[config.mk]
export PLATFORM = sky130hd
export DESIGN_NAME = marker_event_tracker
export DESIGN_NICKNAME = d
export VERILOG_FILES = /design/src/rtl/marker_event_tracker.sv
export SDC_FILE = /design/constraint.sdc
export NUM_CORES = 1
export LEC_CHECK = 0
export CAP_MARGIN = 20
export CORE_MARGIN = 2
export CORE_UTILIZATION = 38
export CTS_CLUSTER_SIZE = 28
export DETAILED_ROUTE_END_ITERATION = 8
export HOLD_SLACK_MARGIN = 0.08
export PLACE_DENSITY = 0.53
export RECOVER_POWER = 100
export SLEW_MARGIN = 10
export SYNTH_ARGS = -nofsm -noshare
export SYNTH_HDL_FRONTEND = slang
export SYNTH_SLANG_ARGS = --single-unit
[constraint.sdc]
create_clock -name clock -period 10.37 [get_ports clock]
set_input_delay 2.074 -clock clock [delete_from_list [all_inputs] [get_ports clock]]
set_output_delay 2.074 -clock clock [all_outputs]
set_load 0.02 [all_outputs]
[src/rtl/marker_event_tracker.sv]
// ----------------------------------------------------------------------------
// marker_event_tracker
//
// Watches the retire lanes of the core for marker instructions
// (slti x0,x0,imm with imm 0..14) and turns them into phase events.
// Each marker opens or closes one of seven phases, or requests the end of
// the simulation. The block keeps per-phase open flags and cycle-length
// counters, and queues one timestamped record per marker in a small FIFO
// that a consumer drains over a valid/ready handshake.
//
// Ports:
//   clock         - clock
//   reset         - asynchronous, active-low reset
//   commit_valid  - per-lane retire valid
//   commit_inst   - per-lane retired instruction, lane i at [32i+31:32i]
//   evt_valid     - FIFO head holds a record
//   evt_ready     - consumer accepts the head record
//   evt_data      - head record {timestamp, lane, code[3:0], err}
//   phase_active  - per-phase open flag, bit p = phase p
//   cnt_sel       - phase counter select (0..6, others read 0)
//   cnt_rdata     - length counter of the selected phase
//   drop_cnt      - records lost to a full FIFO, saturating
//   exit_req      - sticky exit request
//
// Phase numbering: 0 VCTM, 1 DELAY, 2 TEXE, 3 LEAK, 4 INIT, 5 BIM, 6 TRAIN.
// Marker code = imm[3:0]; even codes start phase code>>1, odd codes end it,
// code 14 is SIM_EXIT.
// ----------------------------------------------------------------------------
module marker_event_tracker #(
    parameter int COMMIT_W     = 2,
    parameter int TIME_W       = 32,
    parameter int FIFO_DEPTH   = 8,
    parameter int STOP_ON_TEXE = 0
) (
    input  logic                              clock,
    input  logic                              reset,
    input  logic [COMMIT_W-1:0]               commit_valid,
    input  logic [32*COMMIT_W-1:0]            commit_inst,
    output logic                              evt_valid,
    input  logic                              evt_ready,
    output logic [TIME_W+$clog2(COMMIT_W)+4:0] evt_data,
    output logic [6:0]                        phase_active,
    input  logic [2:0]                        cnt_sel,
    output logic [TIME_W-1:0]                 cnt_rdata,
    output logic [15:0]                       drop_cnt,
    output logic                              exit_req
);

    localparam int LANE_W = $clog2(COMMIT_W);
    localparam int REST_W = LANE_W + 5;
    localparam int REC_W  = TIME_W + REST_W;
    localparam int AW     = $clog2(FIFO_DEPTH);
    localparam int IDX_W  = (AW > 0) ? AW : 1;
    localparam int CNT_W  = AW + 1;
    localparam int NPH    = 7;

    localparam logic [3:0]     CODE_EXIT       = 4'd14;
    localparam logic [3:0]     CODE_TEXE_START = 4'd4;
    localparam logic [CNT_W:0] DEPTH_V         = (CNT_W+1)'(FIFO_DEPTH);
    localparam logic [CNT_W:0] ONE_SLOT        = (CNT_W+1)'(1);

    logic [TIME_W-1:0]   timestamp;
    logic [CNT_W-1:0]    wr_ptr;
    logic [CNT_W-1:0]    rd_ptr;
    logic [CNT_W-1:0]    fifo_count;
    logic [REC_W-1:0]    fifo_mem [FIFO_DEPTH];
    logic [TIME_W-1:0]   phase_cnt [NPH];

    logic [COMMIT_W-1:0] lane_match;
    logic [COMMIT_W-1:0] lane_err;
    logic [COMMIT_W-1:0] push_en;
    logic [3:0]          lane_code [COMMIT_W];
    logic [IDX_W-1:0]    push_addr [COMMIT_W];
    logic [REC_W-1:0]    lane_rec  [COMMIT_W];

    logic [NPH-1:0]      open_next;
    logic [NPH-1:0]      start_seen;
    logic                exit_hit;
    logic                pop;
    logic [CNT_W:0]      free_slots;
    logic [CNT_W:0]      push_total;
    logic [15:0]         drop_now;
    logic [16:0]         drop_sum;

    // Pointers carry one extra wrap bit; only the low bits address storage.
    // Masking keeps a single-entry FIFO addressing slot 0.
    function automatic logic [IDX_W-1:0] fifo_index(input logic [CNT_W-1:0] ptr);
        logic [CNT_W-1:0] masked;
        masked = ptr & CNT_W'(FIFO_DEPTH - 1);
        return masked[IDX_W-1:0];
    endfunction

    // Marker decode. imm <= 14 on the full 12-bit field also guarantees
    // that inst[31:24] is zero.
    always_comb begin
        for (int i = 0; i < COMMIT_W; i++) begin
            lane_code[i]  = commit_inst[32*i+20 +: 4];
            lane_match[i] = commit_valid[i]
                          && (commit_inst[32*i +: 20] == 20'h02013)
                          && (commit_inst[32*i+20 +: 12] <= 12'd14);
        end
    end

    // Phase bookkeeping walks the lanes in order so that a later lane sees
    // the open/closed state left behind by an earlier lane of the same cycle.
    always_comb begin
        open_next  = phase_active;
        start_seen = '0;
        lane_err   = '0;
        exit_hit   = 1'b0;
        for (int i = 0; i < COMMIT_W; i++) begin
            if (lane_match[i]) begin
                if (lane_code[i] == CODE_EXIT) begin
                    exit_hit = 1'b1;
                end else if (!lane_code[i][0]) begin
                    lane_err[i]                   = open_next[lane_code[i][3:1]];
                    open_next[lane_code[i][3:1]]  = 1'b1;
                    start_seen[lane_code[i][3:1]] = 1'b1;
                    if ((STOP_ON_TEXE != 0) && (lane_code[i] == CODE_TEXE_START)) begin
                        exit_hit = 1'b1;
                    end
                end else begin
                    lane_err[i]                  = !open_next[lane_code[i][3:1]];
                    open_next[lane_code[i][3:1]] = 1'b0;
                end
            end
        end
    end

    // Record layout: {timestamp, lane, code, err}.
    always_comb begin
        for (int i = 0; i < COMMIT_W; i++) begin
            lane_rec[i] = {timestamp,
                           REST_W'(i << 5) | REST_W'({lane_code[i], lane_err[i]})};
        end
    end

    assign fifo_count = wr_ptr - rd_ptr;
    assign evt_valid  = (fifo_count != '0);
    assign pop        = evt_valid && evt_ready;
    assign evt_data   = fifo_mem[fifo_index(rd_ptr)];

    // Free space counts the slot vacated by this cycle's pop, so a full
    // FIFO that is being drained can still accept one record.
    assign free_slots = DEPTH_V - {1'b0, fifo_count} + {{CNT_W{1'b0}}, pop};

    // Lowest lanes claim free slots first; whatever does not fit is dropped.
    always_comb begin
        push_total = '0;
        drop_now   = '0;
        push_en    = '0;
        for (int i = 0; i < COMMIT_W; i++) begin
            push_addr[i] = '0;
            if (lane_match[i]) begin
                if (push_total < free_slots) begin
                    push_en[i]   = 1'b1;
                    push_addr[i] = fifo_index(wr_ptr + push_total[CNT_W-1:0]);
                    push_total   = push_total + ONE_SLOT;
                end else begin
                    drop_now = drop_now + 16'd1;
                end
            end
        end
    end

    assign drop_sum = {1'b0, drop_cnt} + {1'b0, drop_now};

    // Record storage has no reset; validity comes from the pointers alone.
    always_ff @(posedge clock) begin
        for (int i = 0; i < COMMIT_W; i++) begin
            if (push_en[i]) begin
                fifo_mem[push_addr[i]] <= lane_rec[i];
            end
        end
    end

    // Timestamp, FIFO pointers, phase state and status registers. A phase
    // counter counts cycles the phase was already open; any START in the
    // cycle restarts it from zero instead.
    always_ff @(posedge clock or negedge reset) begin
        if (!reset) begin
            timestamp    <= '0;
            wr_ptr       <= '0;
            rd_ptr       <= '0;
            phase_active <= '0;
            drop_cnt     <= '0;
            exit_req     <= 1'b0;
            for (int p = 0; p < NPH; p++) begin
                phase_cnt[p] <= '0;
            end
        end else begin
            timestamp    <= timestamp + TIME_W'(1);
            wr_ptr       <= wr_ptr + push_total[CNT_W-1:0];
            if (pop) begin
                rd_ptr <= rd_ptr + CNT_W'(1);
            end
            phase_active <= open_next;
            drop_cnt     <= drop_sum[16] ? 16'hFFFF : drop_sum[15:0];
            if (exit_hit) begin
                exit_req <= 1'b1;
            end
            for (int p = 0; p < NPH; p++) begin
                if (start_seen[p]) begin
                    phase_cnt[p] <= '0;
                end else if (phase_active[p] && (phase_cnt[p] != '1)) begin
                    phase_cnt[p] <= phase_cnt[p] + TIME_W'(1);
                end
            end
        end
    end

    // Counter readback; selects beyond the last phase read zero.
    always_comb begin
        cnt_rdata = '0;
        if (cnt_sel < 3'd7) begin
            cnt_rdata = phase_cnt[cnt_sel];
        end
    end

endmodule

== Word-level counts from Yosys, hierarchy flattened ==
Memory sizes are Yosys's and may differ from the RTL's.
Cells that the tools add are included.

* Mux-type cells: 69
* Add/subtract/negate cells: 17
* Reductions and logical operators: 24
* Order comparisons: 10
* Eq/ne operators: 11
* Bitwise gates (word level): 8

{| class="wikitable"
|+ Operators by type and width
! operator !! number
|-
| 2-to-1 mux 32 bit || 17
|-
| adder 32 x 1 -> 32 bit (second input constant) || 8
|-
| inequality test 32 bit (second input constant) || 7
|-
| binary-select mux 32 bit (select 3 bit) || 1
|-
| 2-to-1 mux 7 bit || 12
|-
| 2-to-1 mux 16 bit || 3
|-
| equality test 20 x 14 -> 1 bit (second input constant) || 2
|-
| 2-to-1 mux 1 bit || 26
|-
| less-or-equal comparator 12 x 4 -> 1 bit (second input constant) || 2
|-
| bitwise OR 7 bit || 3
|-
| adder 16 x 16 -> 17 bit || 1
|-
| adder 16 x 1 -> 16 bit (second input constant) || 1
|-
| bitwise AND 7 bit || 2
|-
| logical AND 1 bit || 14
|-
| NOT 7 bit || 2
|-
| nonzero test 2 bit || 7
|-
| 2-to-1 mux 3 bit || 4
|-
| equality test 4 bit (second input constant) || 2
|-
| less-than comparator 3 x 4 -> 1 bit (second input constant) || 2
|-
| 2-to-1 mux 4 bit || 2
|-
| binary-select mux 1 bit (select 3 bit) || 2
|-
| demux 1 bit (select 3 bit) || 2
|-
| >= comparator 3 x 1 -> 1 bit (second input constant) || 2
|-
| adder 5 x 1 -> 5 bit || 1
|-
| 13 further kinds || 14
|}

* Memories: 1
* Word-level logic and storage cells: 153
* Memory bits (writable): 304
* Flip-flop bits (word level): 288
* Input bits: 72
* Output and inout port bits: 95

{| class="wikitable"
|+ Memory list
! name !! depth !! bits a word !! rd ports !! clocked after Yosys merged registers in !! write ports !! RTL line !! text
|-
| fifo_mem || 8 || 38 || 1 || 0 || 2 || 66 || <nowiki>logic [REC_W-1:0] fifo_mem [FIFO_DEPTH];</nowiki>
|}

== Depth between registers and ports, before layout ==
Gate-level depths: netlist of the first run.

* Depth after elaboration: 15
* Gate-level depth with buffers: 24
* Gate-level depth less buffers: 22

== Worst setup path after synthesis of the first run ==
Ideal clock, no wire load.

* Kind: input port to flip-flop
* From: input evt_ready
* To: memory fifo_mem[3][0] in the netlist's numbering, enable pin
* Arrival: 5.799 ns
* Library setup time: 0.413 ns
* Cell stages on the path: 15
* Data required time: 9.957 ns
* Path slack: 4.159 ns
* Buffers on the path: 3
* Path through: nor2_1 inv_1 ha_1 nor2_1 o22ai_1 a211oi_2 nor2_1 buf_2 ha_1 ha_1 buf_1 inv_1 nor4_1 or2_1 clkbuf_1

{| class="wikitable"
|+ RTL lines
! item !! RTL line !! text
|-
| start, declared || 40 || <nowiki>input logic evt_ready,</nowiki>
|-
| end, declared || 66 ||
|}

== Worst setup path in the final report of the first run ==
* From: register rd_ptr[0]
* To: output evt_data[37]

* Word-level cells in the longest chain between the ends: 1

{| class="wikitable"
|+ Ends and longest elaborated chain
! item !! RTL line !! text
|-
| start, declared || 64 || <nowiki>logic [CNT_W-1:0] rd_ptr;</nowiki>
|-
| start signal, assigned || 195 || <nowiki>rd_ptr <= rd_ptr + CNT_W'(1);</nowiki>
|-
| memory (8 x 38 bit) || - ||
|-
| end, declared || 41 || <nowiki>output logic [TIME_W+$clog2(COMMIT_W)+4:0] evt_data,</nowiki>
|}

Every way passes these cells.

==> results_tabular.tex, run 1 <==
\begin{tabular}{lr}
\hline
Metric & Value \\
\hline
\multicolumn{2}{l}{\textbf{Timing}} \\
Worst clock skew & 16.21 ps \\
Least-Margin Pin Slew & 5357 ps \\
Slew HR & -2.571 \\
Setup repair after global routing missed its margin & no \\
Final period util & 0.7748 \\
Final setup vio count & 0 \\
Final Hold Vio Count & 0 \\
Final Max Tran Viols & 491 \\
Setup TNS Final & 0 ps \\
Worst Hold Margin & 453.6 ps \\
Minimum clock period after layout & 8034 ps \\
Highest clock rate & 124.5 MHz \\
\multicolumn{2}{l}{\textbf{Power and ir drop}} \\
Power Dens Cells & 142.9 nW/um\^{}2 \\
Worst supply voltage drop on vdd & 0.0001071 V \\
Switching Share & 0.2190 \\
Leakage power summed over all cells & 13.07 nW \\
Register share of total power & 0.476 \\
Net Switching & 1.127 mW \\
Pint & 4.017 mW \\
Combinational cell fraction of total power & 0.028 \\
Clock power frac & 0.496 \\
\multicolumn{2}{l}{\textbf{Synth}} \\
Cell area after technology mapping & 31010 um\^{}2 \\
Number of warnings printed during yosys synthesis & 0 \\
Seq/Total Area, Yosys & 0.5242 \\
Post-synth top flop & edfxtp\_1 \\
Post-Synthesis Net Count & 2906 \\
Total of flip-flops plus latches after synthesis & 592 \\
EDFF count, synth & 296 \\
Share of synthesized flip-flops with an asynchronous set or reset & 0.4865 \\
Number of cells produced by synthesis & 2810 \\
Synth unique cells & 83 \\
Average size of a mapped cell & 11.04 um\^{}2 \\
\multicolumn{2}{l}{\textbf{Drt}} \\
DRT Pass-1 Iters & 6 \\
First DRT Iteration DRCs & 1435 \\
Drc violations & 0 \\
Post-detailed-route via-to-cell ratio & 5.421 \\
Antenna viol nets, final & 0 \\
Routed WL & 85160 um \\
Via Count & 21860 \\
Wirelength per Cell & 21.12 um \\
\multicolumn{2}{l}{\textbf{Min path}} \\
Classification of the worst-slack hold path & reg2reg \\
\multicolumn{2}{l}{\textbf{Critical path}} \\
WS Path Type & reg2out \\
Type of destination of the critical path & primary output \\
Setup crit end & evt\_data[37] \\
Worst path required time & 8300 ps \\
Largest fanout of any net on the critical path & 42 \\
Type of element launching the critical path & register \\
Startpoint of the most critical setup path & rd\_ptr[0] \\
Worst reg2reg setup slack & 2480 ps \\
Arrival time worst endpoint & 5960 ps \\
Source of the worst register-to-register timing path & rd\_ptr[0] \\
Crit Reg-Reg Endpoint & drop\_cnt[0] \\
Worst R2R Path Depth & 19 \\
\multicolumn{2}{l}{\textbf{Clock network}} \\
Clock root buffer master & clkbuf\_16 \\
CTS H-Tree Depth & 3 \\
Post-CTS Hold Buffers & 0 \\
Clock insertion delay at the later pin of the skew report & 630 ps \\
Resized cells post-CTS & 0 \\
Clk buf depth & 3 \\
CTS sink cnt & 592 \\
Number of buffers added by the clock tree synthesis step & 71 \\
CTS tree & yes \\
Buffer count from post-CTS setup fixing & 0 \\
Clock slew at reported path FFs & 60 ps \\
\multicolumn{2}{l}{\textbf{Finish}} \\
Layout overhead on the synthesized area & 16.10\% \\
Fraction of final layout cells with drive strength greater than 1 & 0.1083 \\
Final cell count without fillers & 4032 \\
Antenna cells & 0 \\
Number of nets in the final layout & 3012 \\
\multicolumn{2}{l}{\textbf{Job}} \\
\# Max-Cap Violations & 12 \\
\multicolumn{2}{l}{\textbf{Global routing}} \\
Wire length of the first global-routing pass & 131700 um \\
Largest net degree at the start of global routing & 95 \\
GRT Total Usage & 0.2043 \\
Residual overflow from global routing & 0 \\
Via count of the first global-routing pass & 22330 \\
Number of antenna violations at the first check in global routing & 0 \\
\multicolumn{2}{l}{\textbf{Status}} \\
Violated checks & capacitance limit, slew limit \\
Run status & complete, but fails checks \\
\multicolumn{2}{l}{\textbf{Floorplanning}} \\
Total Die Area & 83910 um\^{}2 \\
Number of rows created at floorplan & 104 \\
I/O pins & 167 \\
Horizontal die dimension & 289.7 um \\
DIE HEIGHT & 289.7 um \\
Starting density of the core & 0.3844 \\
Area of the core region & 80680 um\^{}2 \\
\multicolumn{2}{l}{\textbf{Placement}} \\
Detailed placement HPWL & 57500 um \\
Number of cells in the design after placement & 3898 \\
Number of buffer cells added on primary ports & 166 \\
Global placer's final weighted congestion & 0.8425 \\
\hline
\end{tabular}
-- layer usage --
layer,routed length [um],GRT usage,part of all wire,up-vias
met5,0,0,0,-
met4,2957,0.07359,0.035,0
met3,2926,0.02473,0.034,147
met2,43520,0.3579,0.51,471
met1,35750,0.2600,0.42,11060
li1,-,-,-,10180
-- critical path, cell delays in order (launching register included) --
cell	delay [ps]
dfrtp_1	2080
clkbuf_2	1520
mux4_2	650
nand2_1	100
nand2_1	150
dlygate4sd3_1	700
-- state kept, by name, indices dropped and copies added, names as in the netlist --
register      cells
timestamp        32
wr_ptr            4
phase_cnt       224
rd_ptr            4
fifo_mem        304
phase_active      7
drop_cnt         16
exit_req          1
-- cell usage after synthesis, types with 21 or more instances --
cell,instances,share of area
nor2b_1,130,0.026
dfrtp_1,288,0.23
inv_1,63,0.0076
o31ai_1,21,0.0051
nor3_1,60,0.0097
ha_1,21,0.0085
mux4_2,107,0.078
buf_1,25,0.0030
xnor2_1,131,0.037
mux2_2,37,0.013
edfxtp_1,296,0.29
a21oi_1,42,0.0068
nor4_1,27,0.0054
o21ai_0,79,0.013
or3_1,34,0.0069
mux2i_1,43,0.014
and2_1,144,0.029
clkbuf_1,117,0.014
buf_2,28,0.0045
xor2_1,110,0.031
nand4_1,66,0.013
nor2_1,263,0.032
nand3_1,131,0.021
nand2_1,314,0.038
and4_1,39,0.011
and3_1,44,0.0089
-- cells by family (layout without fill, tap and decap cells) --
logic type,Yosys count,count (layout),share of synthesized area
compound gates,221,221,0.04495
xor+xnor,241,241,0.06807
fa+ha+maj,24,24,0.01041
buf+inv,238,400,0.03034
flops,592,592,0.5242
mux,188,188,0.1059
simple gates,1306,1306,0.2162
-- how the worst min path moves through the flow --
stage | start | slack (ps) | end | cells past startpoint
after floorplan | fifo_mem[1][5] | 420 | fifo_mem[1][5] | 1
after global placement | fifo_mem[4][5] | 430 | fifo_mem[4][5] | 1
after detailed placement | fifo_mem[4][5] | 440 | fifo_mem[4][5] | 1
after CTS | fifo_mem[4][5] | 450 | fifo_mem[4][5] | 1
after global routing | fifo_mem[1][5] | 470 | fifo_mem[1][5] | 1
final | fifo_mem[1][5] | 450 | fifo_mem[1][5] | 1
-- area by class of cell --
type,count,area [um^2]
Timing Repair Buffer,206,1916
Sequential cell,592,16260
Multi-Input combinational cell,1980,13840
Tap cell,1060,1326
Clock buffer,99,2023
Fill cell,7498,44670
Clock inverter,30,389.1
Inverter,65,244.0
-- layout by cell type, fill, tap and decap left out, drive strengths merged, types with 68 or more instances in the layout --
master         instances
edfxtp               296
dlygate4sd3           95
clkbuf               118
mux4                 108
nor2                 263
and2                 146
o21ai                 81
xnor2                131
inv                   68
nand2                314
nor2b                130
clkdlybuf4s50         68
dfrtp                288
xor2                 110
nand3                131
-- power by group through the flow --
stage / sequential (mW) / combinational, mW / clock (mW)
2_1_floorplan: 2.50 / 0.0623 / 0
3_3_place_gp: 2.50 / 0.146 / 0
3_5_place_dp: 2.50 / 0.148 / 0
4_1_cts: 2.45 / 0.149 / 2.61
5_1_grt: 2.45 / 0.155 / 2.69
6_report: 2.45 / 0.142 / 2.55
-- per-stage QoR --
| stage | setup WS, ps | power [mW] | utilization | cell area [um^2] |
|---|---|---|---|---|
| 2_1_floorplan | 4159 | 2.559 | - | 31010 |
| 3_3_place_gp | 3100 | 2.643 | 0.4177 | 33700 |
| 3_5_place_dp | 2956 | 2.645 | 0.4177 | 33700 |
| 4_1_cts | 3491 | 5.210 | 0.4476 | 36110 |
| 5_1_grt | 1670 | 5.298 | 0.4463 | 36000 |
| 6_report | 2336 | 5.144 | 0.4463 | 36000 |
Power figures use the tool's default switching activity.
==> run 2: changes to the inputs <==
Clock period 10.37 ns to 7.62 ns, I/O delays scaled along.
==> results_tabular.tex, run 2 (same netlist as run 1, synthesis figures left out) <==
\begin{tabular}{lr}
\hline
Metric & Value \\
\hline
\multicolumn{2}{l}{\textbf{Finish}} \\
Total non-filler cell area in the finished layout & 36000 um\^{}2 (about the same) \\
Final cell count without fillers & 4045 (+0.32\%) \\
Fill cell instance count of the final layout & 7419 (-1.1\%) \\
Most used cells in the layout excluding fill and tap cells & nand2\_1, edfxtp\_1, dfrtp\_1 \\
Flip-flop count of the largest register after layout & 304 (unchanged) \\
Layout overhead on the synthesized area & 16.10\% (about the same) \\
Number of nets in the final layout & 3022 (+0.33\%) \\
Antenna cells & 0 (unchanged) \\
Commonest non-fill, non-tap cell in the layout & nand2\_1 \\
Fraction of final layout cells with drive strength greater than 1 & 0.1099 (+0.001538) \\
\multicolumn{2}{l}{\textbf{Status}} \\
Violated checks & capacitance limit, slew limit \\
Run status & complete, but fails checks \\
\multicolumn{2}{l}{\textbf{Placement}} \\
Number of buffer cells added on primary ports & 166 (unchanged) \\
Number of cells in the design after placement & 3910 (+0.31\%) \\
Global placer's final weighted congestion & 0.8774 (+4.1\%) \\
Cell Area, Placed & 33840 um\^{}2 (+0.42\%) \\
Detailed placement HPWL & 57170 um (-0.58\%) \\
\multicolumn{2}{l}{\textbf{Drt}} \\
First DRT Iteration DRCs & 1546 (+7.7\%) \\
Drc violations & 0 (unchanged) \\
Routed WL & 84180 um (-1.1\%) \\
DRT Pass-1 Iters & 7 (+1) \\
Post-detailed-route via-to-cell ratio & 5.397 (-0.44\%) \\
Wirelength per Cell & 20.81 um (-1.5\%) \\
Antenna viol nets, final & 0 (unchanged) \\
Via Count & 21830 (-0.11\%) \\
\multicolumn{2}{l}{\textbf{Clock network}} \\
Clock root buffer master & clkbuf\_16 \\
Resized cells post-CTS & 0 (unchanged) \\
Clock slew at reported path FFs & 50 ps (about the same) \\
Clk buf depth & 3 (unchanged) \\
CTS H-Tree Depth & 3 (unchanged) \\
Post-CTS Hold Buffers & 0 (unchanged) \\
Clock insertion delay at the later pin of the skew report & 610 ps (-20 ps) \\
CTS tree & yes \\
CTS sink cnt & 592 (unchanged) \\
Number of buffers added by the clock tree synthesis step & 71 (unchanged) \\
Buffer count from post-CTS setup fixing & 0 (unchanged) \\
\multicolumn{2}{l}{\textbf{Global routing}} \\
Number of antenna violations at the first check in global routing & 0 (unchanged) \\
Wire length of the first global-routing pass & 131000 um (-0.48\%) \\
Via count of the first global-routing pass & 21970 (-1.6\%) \\
GRT Total Usage & 0.2026 (-0.001688) \\
Largest net degree at the start of global routing & 150 (+58\%) \\
Residual overflow from global routing & 0 (unchanged) \\
\multicolumn{2}{l}{\textbf{Critical path}} \\
Worst R2R Path Depth & 17 (-2) \\
Type of destination of the critical path & primary output \\
Source of the worst register-to-register timing path & rd\_ptr[1] \\
Worst reg2reg setup slack & 1310 ps (-1170 ps) \\
Crit Reg-Reg Endpoint & fifo\_mem[1][32] \\
Worst path required time & 6100 ps (-2200 ps) \\
Type of element launching the critical path & input pin \\
Arrival time worst endpoint & 4860 ps (-1100 ps) \\
WS Path Type & in2out \\
Largest fanout of any net on the critical path & 20 (-52\%) \\
\multicolumn{2}{l}{\textbf{Min path}} \\
Critical hold path startpoint & fifo\_mem[5][5] \\
Classification of the worst-slack hold path & reg2reg \\
Number of cells traversed by the worst hold path & 1 (unchanged) \\
Hold EP & fifo\_mem[5][5] \\
\multicolumn{2}{l}{\textbf{Timing}} \\
Setup TNS Final & 0 ps (unchanged) \\
Least-Margin Pin Slew & 5123 ps (-233.6 ps) \\
Minimum clock period after layout & 6387 ps \\
Final Max Tran Viols & 339 (-31\%) \\
Highest clock rate & 156.6 MHz \\
Final Hold Vio Count & 0 (unchanged) \\
Setup repair after global routing missed its margin & no \\
Worst clock skew & 18.34 ps (+2.131 ps) \\
Slew HR & -2.415 (+0.1557) \\
Final period util & 0.8382 \\
Final setup vio count & 0 (unchanged) \\
\multicolumn{2}{l}{\textbf{Floorplanning}} \\
Starting density of the core & 0.3844 (unchanged) \\
Area of the core region & 80680 um\^{}2 (unchanged) \\
Number of rows created at floorplan & 104 (unchanged) \\
Total Die Area & 83910 um\^{}2 (unchanged) \\
Horizontal die dimension & 289.7 um (unchanged) \\
DIE HEIGHT & 289.7 um (unchanged) \\
I/O pins & 167 (unchanged) \\
\multicolumn{2}{l}{\textbf{Power and ir drop}} \\
Power after layout & 6.882 mW (+34\%) \\
Worst supply voltage drop on vdd & 0.0001345 V (+26\%) \\
Leakage power summed over all cells & 13.09 nW (+0.22\%) \\
Power Dens Cells & 191.1 nW/um\^{}2 (+34\%) \\
\multicolumn{2}{l}{\textbf{Job}} \\
\# Max-Cap Violations & 10 (-2) \\
\hline
\end{tabular}
-- run 2: cell count changes in the layout (fill, tap and decap cells not counted), moves of 3 or more --
cell             delta
buf_12              +5
inv_6               +4
clkdlybuf4s50_1     +6
clkinv_1            +5
and2_0              -7
buf_4               +3
clkbuf_2            +4
clkbuf_8            -6
and2_1              +7
dlygate4sd3_1       -6
-- run 2: metrics by stage --
stage,hold slack [ps],setup slack (ps),utilization
after global placement,435.1,1531,0.4194
after global routing,461.1,829.9,0.4463
final,453.6,1233,0.4463
after CTS,452.4,1854,0.4479
after floorplan,421.5,1651,-
after detailed placement,438.9,1463,0.4194
-- run 2: power by group --
group	internal, mW	total [mW]	switching (mW)
Combinational	0.0790	0.196	0.117
Clock	1.96	3.35	1.40
Sequential	3.34	3.34	0.000000386
-- run 2: worst max path at each step --
| stage | start | endpoint |
|---|---|---|
| 2_1_floorplan | rd_ptr[1] | fifo_mem[3][0] |
| 3_3_place_gp | evt_ready | fifo_mem[3][24] |
| 3_5_place_dp | commit_inst[22] | fifo_mem[3][26] |
| 4_1_cts | cnt_sel[1] | cnt_rdata[10] |
| 5_1_grt | rd_ptr[1] | fifo_mem[1][9] |
| 6_report | cnt_sel[0] | cnt_rdata[31] |
-- run 2: cell type report --
cell class	count	area, um^2	share of cell area
Clock buffer	94	1944	0.05400
Tap cell	1060	1326	0.03684
Inverter	65	244.0	0.006776
Multi-Input combinational cell	1980	13840	0.3845
Clock inverter	38	357.8	0.009939
Sequential cell	592	16260	0.4516
Timing Repair Buffer	216	2028	0.05633
-- run 2: metal layers --
metal | vias to the layer above | part of all wire | wire [um] | track usage
li1 | 10210 | - | - | -
met1 | 10970 | 0.41 | 34630 | 0.2529
met2 | 494 | 0.52 | 43440 | 0.3588
met3 | 151 | 0.036 | 3030 | 0.02418
met4 | 0 | 0.037 | 3081 | 0.07744
met5 | - | 0 | 0 | 0
-- run 2: critical path, cell delays in order --
cell and delay [ps]:
buf_2 530, nor2b_1 800, clkbuf_1 730, a21oi_1 260, a21oi_1 290, dlygate4sd3_1 720
==> run 3: changes to the inputs <==
Settings changed: PLACE_DENSITY 0.53 to 0.55.
Clock period 7.62 ns to 5.3 ns, I/O delays scaled along.
==> results_tabular.tex, run 3 (same netlist as run 1, synthesis figures left out) <==
\begin{tabular}{lr}
\hline
Metric & Value \\
\hline
\multicolumn{2}{l}{\textbf{Status}} \\
Run status & complete, but fails checks \\
Violated checks & capacitance limit, slew limit \\
\multicolumn{2}{l}{\textbf{Timing}} \\
Final Hold Vio Count & 0 (unchanged) \\
Highest clock rate & 200.6 MHz \\
Worst clock skew & 25.11 ps (+6.769 ps) \\
Minimum clock period after layout & 4985 ps \\
Final Max Tran Viols & 376 (+11\%) \\
Least-Margin Pin Slew & 2514 ps (-2609 ps) \\
Setup repair after global routing missed its margin & no \\
Final setup vio count & 0 (unchanged) \\
Final period util & 0.9406 \\
Setup TNS Final & 0 ps (unchanged) \\
Slew HR & -0.6759 (+1.739) \\
\multicolumn{2}{l}{\textbf{Global routing}} \\
Number of antenna violations at the first check in global routing & 2 (+2) \\
Residual overflow from global routing & 0 (unchanged) \\
Via count of the first global-routing pass & 22500 (+2.4\%) \\
Largest net degree at the start of global routing & 91 (-39\%) \\
Wire length of the first global-routing pass & 129800 um (-0.95\%) \\
GRT Total Usage & 0.2002 (-0.002378) \\
\multicolumn{2}{l}{\textbf{Drt}} \\
Wire length on met1 & 35110 um (+1.4\%) \\
Highest layer used for signal routing & met4 \\
Routed met3 length & 3145 um (+3.8\%) \\
DRT Pass-1 Iters & 6 (-1) \\
Via Count & 21880 (+0.22\%) \\
Drc violations & 0 (unchanged) \\
Post-detailed-route via-to-cell ratio & 5.393 (about the same) \\
Routed WL & 83810 um (-0.44\%) \\
First DRT Iteration DRCs & 1798 (+16\%) \\
Antenna viol nets, final & 0 (unchanged) \\
Wirelength per Cell & 20.66 um (-0.74\%) \\
Met2 routed WL & 43170 um (-0.63\%) \\
\multicolumn{2}{l}{\textbf{Power and ir drop}} \\
Power Dens Cells & 273.9 nW/um\^{}2 (+43\%) \\
Worst supply voltage drop on vdd & 0.0001950 V (+45\%) \\
Leakage power summed over all cells & 13.15 nW (+0.43\%) \\
\multicolumn{2}{l}{\textbf{Critical path}} \\
Arrival time worst endpoint & 3930 ps (-930 ps) \\
Worst reg2reg setup slack & 360 ps (-950 ps) \\
Type of destination of the critical path & primary output \\
WS Path Type & in2out \\
Worst path required time & 4240 ps (-1860 ps) \\
Type of element launching the critical path & input pin \\
Crit Reg-Reg Endpoint & drop\_cnt[4] \\
Worst R2R Path Depth & 22 (+5) \\
Largest fanout of any net on the critical path & 16 (-20\%) \\
Source of the worst register-to-register timing path & wr\_ptr[0] \\
\multicolumn{2}{l}{\textbf{Clock network}} \\
Clock root buffer master & clkbuf\_16 \\
Clock slew at reported path FFs & 60 ps (about the same) \\
Clock insertion delay at the later pin of the skew report & 610 ps (about the same) \\
Clk buf depth & 3 (unchanged) \\
CTS sink cnt & 592 (unchanged) \\
Resized cells post-CTS & 0 (unchanged) \\
Post-CTS Hold Buffers & 0 (unchanged) \\
Number of buffers added by the clock tree synthesis step & 69 (-2.8\%) \\
CTS H-Tree Depth & 3 (unchanged) \\
CTS tree & yes \\
Buffer count from post-CTS setup fixing & 0 (unchanged) \\
\multicolumn{2}{l}{\textbf{Finish}} \\
Share of the core filled with cells & 0.4480 (+0.001721) \\
Final cell count without fillers & 4057 (+0.30\%) \\
Fill cell instance count of the final layout & 7496 (+1.0\%) \\
Flip-flop count of the largest register after layout & 304 (unchanged) \\
Most used cells in the layout excluding fill and tap cells & nand2\_1, edfxtp\_1, dfrtp\_1 \\
Number of nets in the final layout & 3039 (+0.56\%) \\
Layout overhead on the synthesized area & 16.55\% \\
Area of all sequential standard cells & 16260 um\^{}2 (about the same) \\
Fraction of final layout cells with drive strength greater than 1 & 0.1111 (+0.001228) \\
Footprint of the multi-input gates & 13830 um\^{}2 (about the same) \\
Commonest non-fill, non-tap cell in the layout & nand2\_1 \\
Antenna cells & 0 (unchanged) \\
\multicolumn{2}{l}{\textbf{Floorplanning}} \\
Total Die Area & 83910 um\^{}2 (unchanged) \\
Horizontal die dimension & 289.7 um (unchanged) \\
Number of rows created at floorplan & 104 (unchanged) \\
Area of the core region & 80680 um\^{}2 (unchanged) \\
Starting density of the core & 0.3844 (unchanged) \\
I/O pins & 167 (unchanged) \\
DIE HEIGHT & 289.7 um (unchanged) \\
\multicolumn{2}{l}{\textbf{Job}} \\
\# Max-Cap Violations & 9 (-1) \\
\multicolumn{2}{l}{\textbf{Min path}} \\
Hold EP & fifo\_mem[1][5] \\
Number of cells traversed by the worst hold path & 1 (unchanged) \\
Classification of the worst-slack hold path & reg2reg \\
Critical hold path startpoint & fifo\_mem[1][5] \\
\multicolumn{2}{l}{\textbf{Placement}} \\
Number of buffer cells added on primary ports & 166 (unchanged) \\
Global placer's final weighted congestion & 0.8825 (+0.58\%) \\
Detailed placement HPWL & 56370 um (-1.4\%) \\
Number of cells in the design after placement & 3932 (+0.56\%) \\
\hline
\end{tabular}
## run 3: cell types whose count changed in the layout (fill, tap and decap cells not counted), moves of 3 or more
cell	delta
inv_1	-3
and2_1	+3
clkbuf_1	+11
clkinvlp_4	-3
clkdlybuf4s50_1	+7
clkbuf_8	+3
dlygate4sd3_1	-7
and2_0	-3
clkinv_2	-5
buf_6	+4
## run 3: worst max path at each step
stage	slack, ps	cells past startpoint	start	endpoint
floorplan	50	18	rd_ptr[1]	fifo_mem[4][0]
global placement	60	17	commit_inst[17]	drop_cnt[0]
detailed placement	40	17	commit_inst[1]	drop_cnt[0]
CTS	370	22	wr_ptr[0]	drop_cnt[4]
global route	30	16	wr_ptr[0]	fifo_mem[6][25]
finish	310	5	cnt_sel[0]	cnt_rdata[16]
## run 3: critical path, cell delays in order
cell and delay (ps):
clkbuf_1 980, clkbuf_2 430, mux4_2 570, mux2_2 310, clkdlybuf4s50_1 550
## run 3: area by class of cell
class / instances / share of cell area
Clock buffer: 99 / 0.05515
Clock inverter: 26 / 0.008274
Inverter: 65 / 0.006889
Multi-Input combinational cell: 1980 / 0.3828
Sequential cell: 592 / 0.4500
Tap cell: 1060 / 0.03669
Timing Repair Buffer: 235 / 0.06023
## run 3: power breakdown
group | switching (mW) | total, mW | internal (mW)
combinational | 0.175 | 0.294 | 0.119
clock | 1.97 | 4.81 | 2.84
sequential | 0.000000538 | 4.79 | 4.79
total | 2.15 | 9.90 | 7.75
## run 3: layer usage
layer  vias up  track usage
li1      10240            -
met4         0      0.06346
met2       495       0.3617
met3       138      0.02284
met1     11010       0.2497
met5         -            0
## run 3: per-stage QoR
| step | instance area (um^2) | setup WS [ps] | total power [mW] | hold slack, ps |
|---|---|---|---|---|
| after floorplan | 31030 | 51.43 | 5.008 | 421.5 |
| after global placement | 34150 | 60.09 | 5.188 | 429.1 |
| after detailed placement | 34150 | 38.21 | 5.190 | 439.6 |
| after CTS | 36440 | 368.4 | 10.04 | 453.6 |
| after global routing | 36140 | 25.32 | 10.21 | 470.8 |
| final | 36140 | 315.0 | 9.900 | 455.3 |
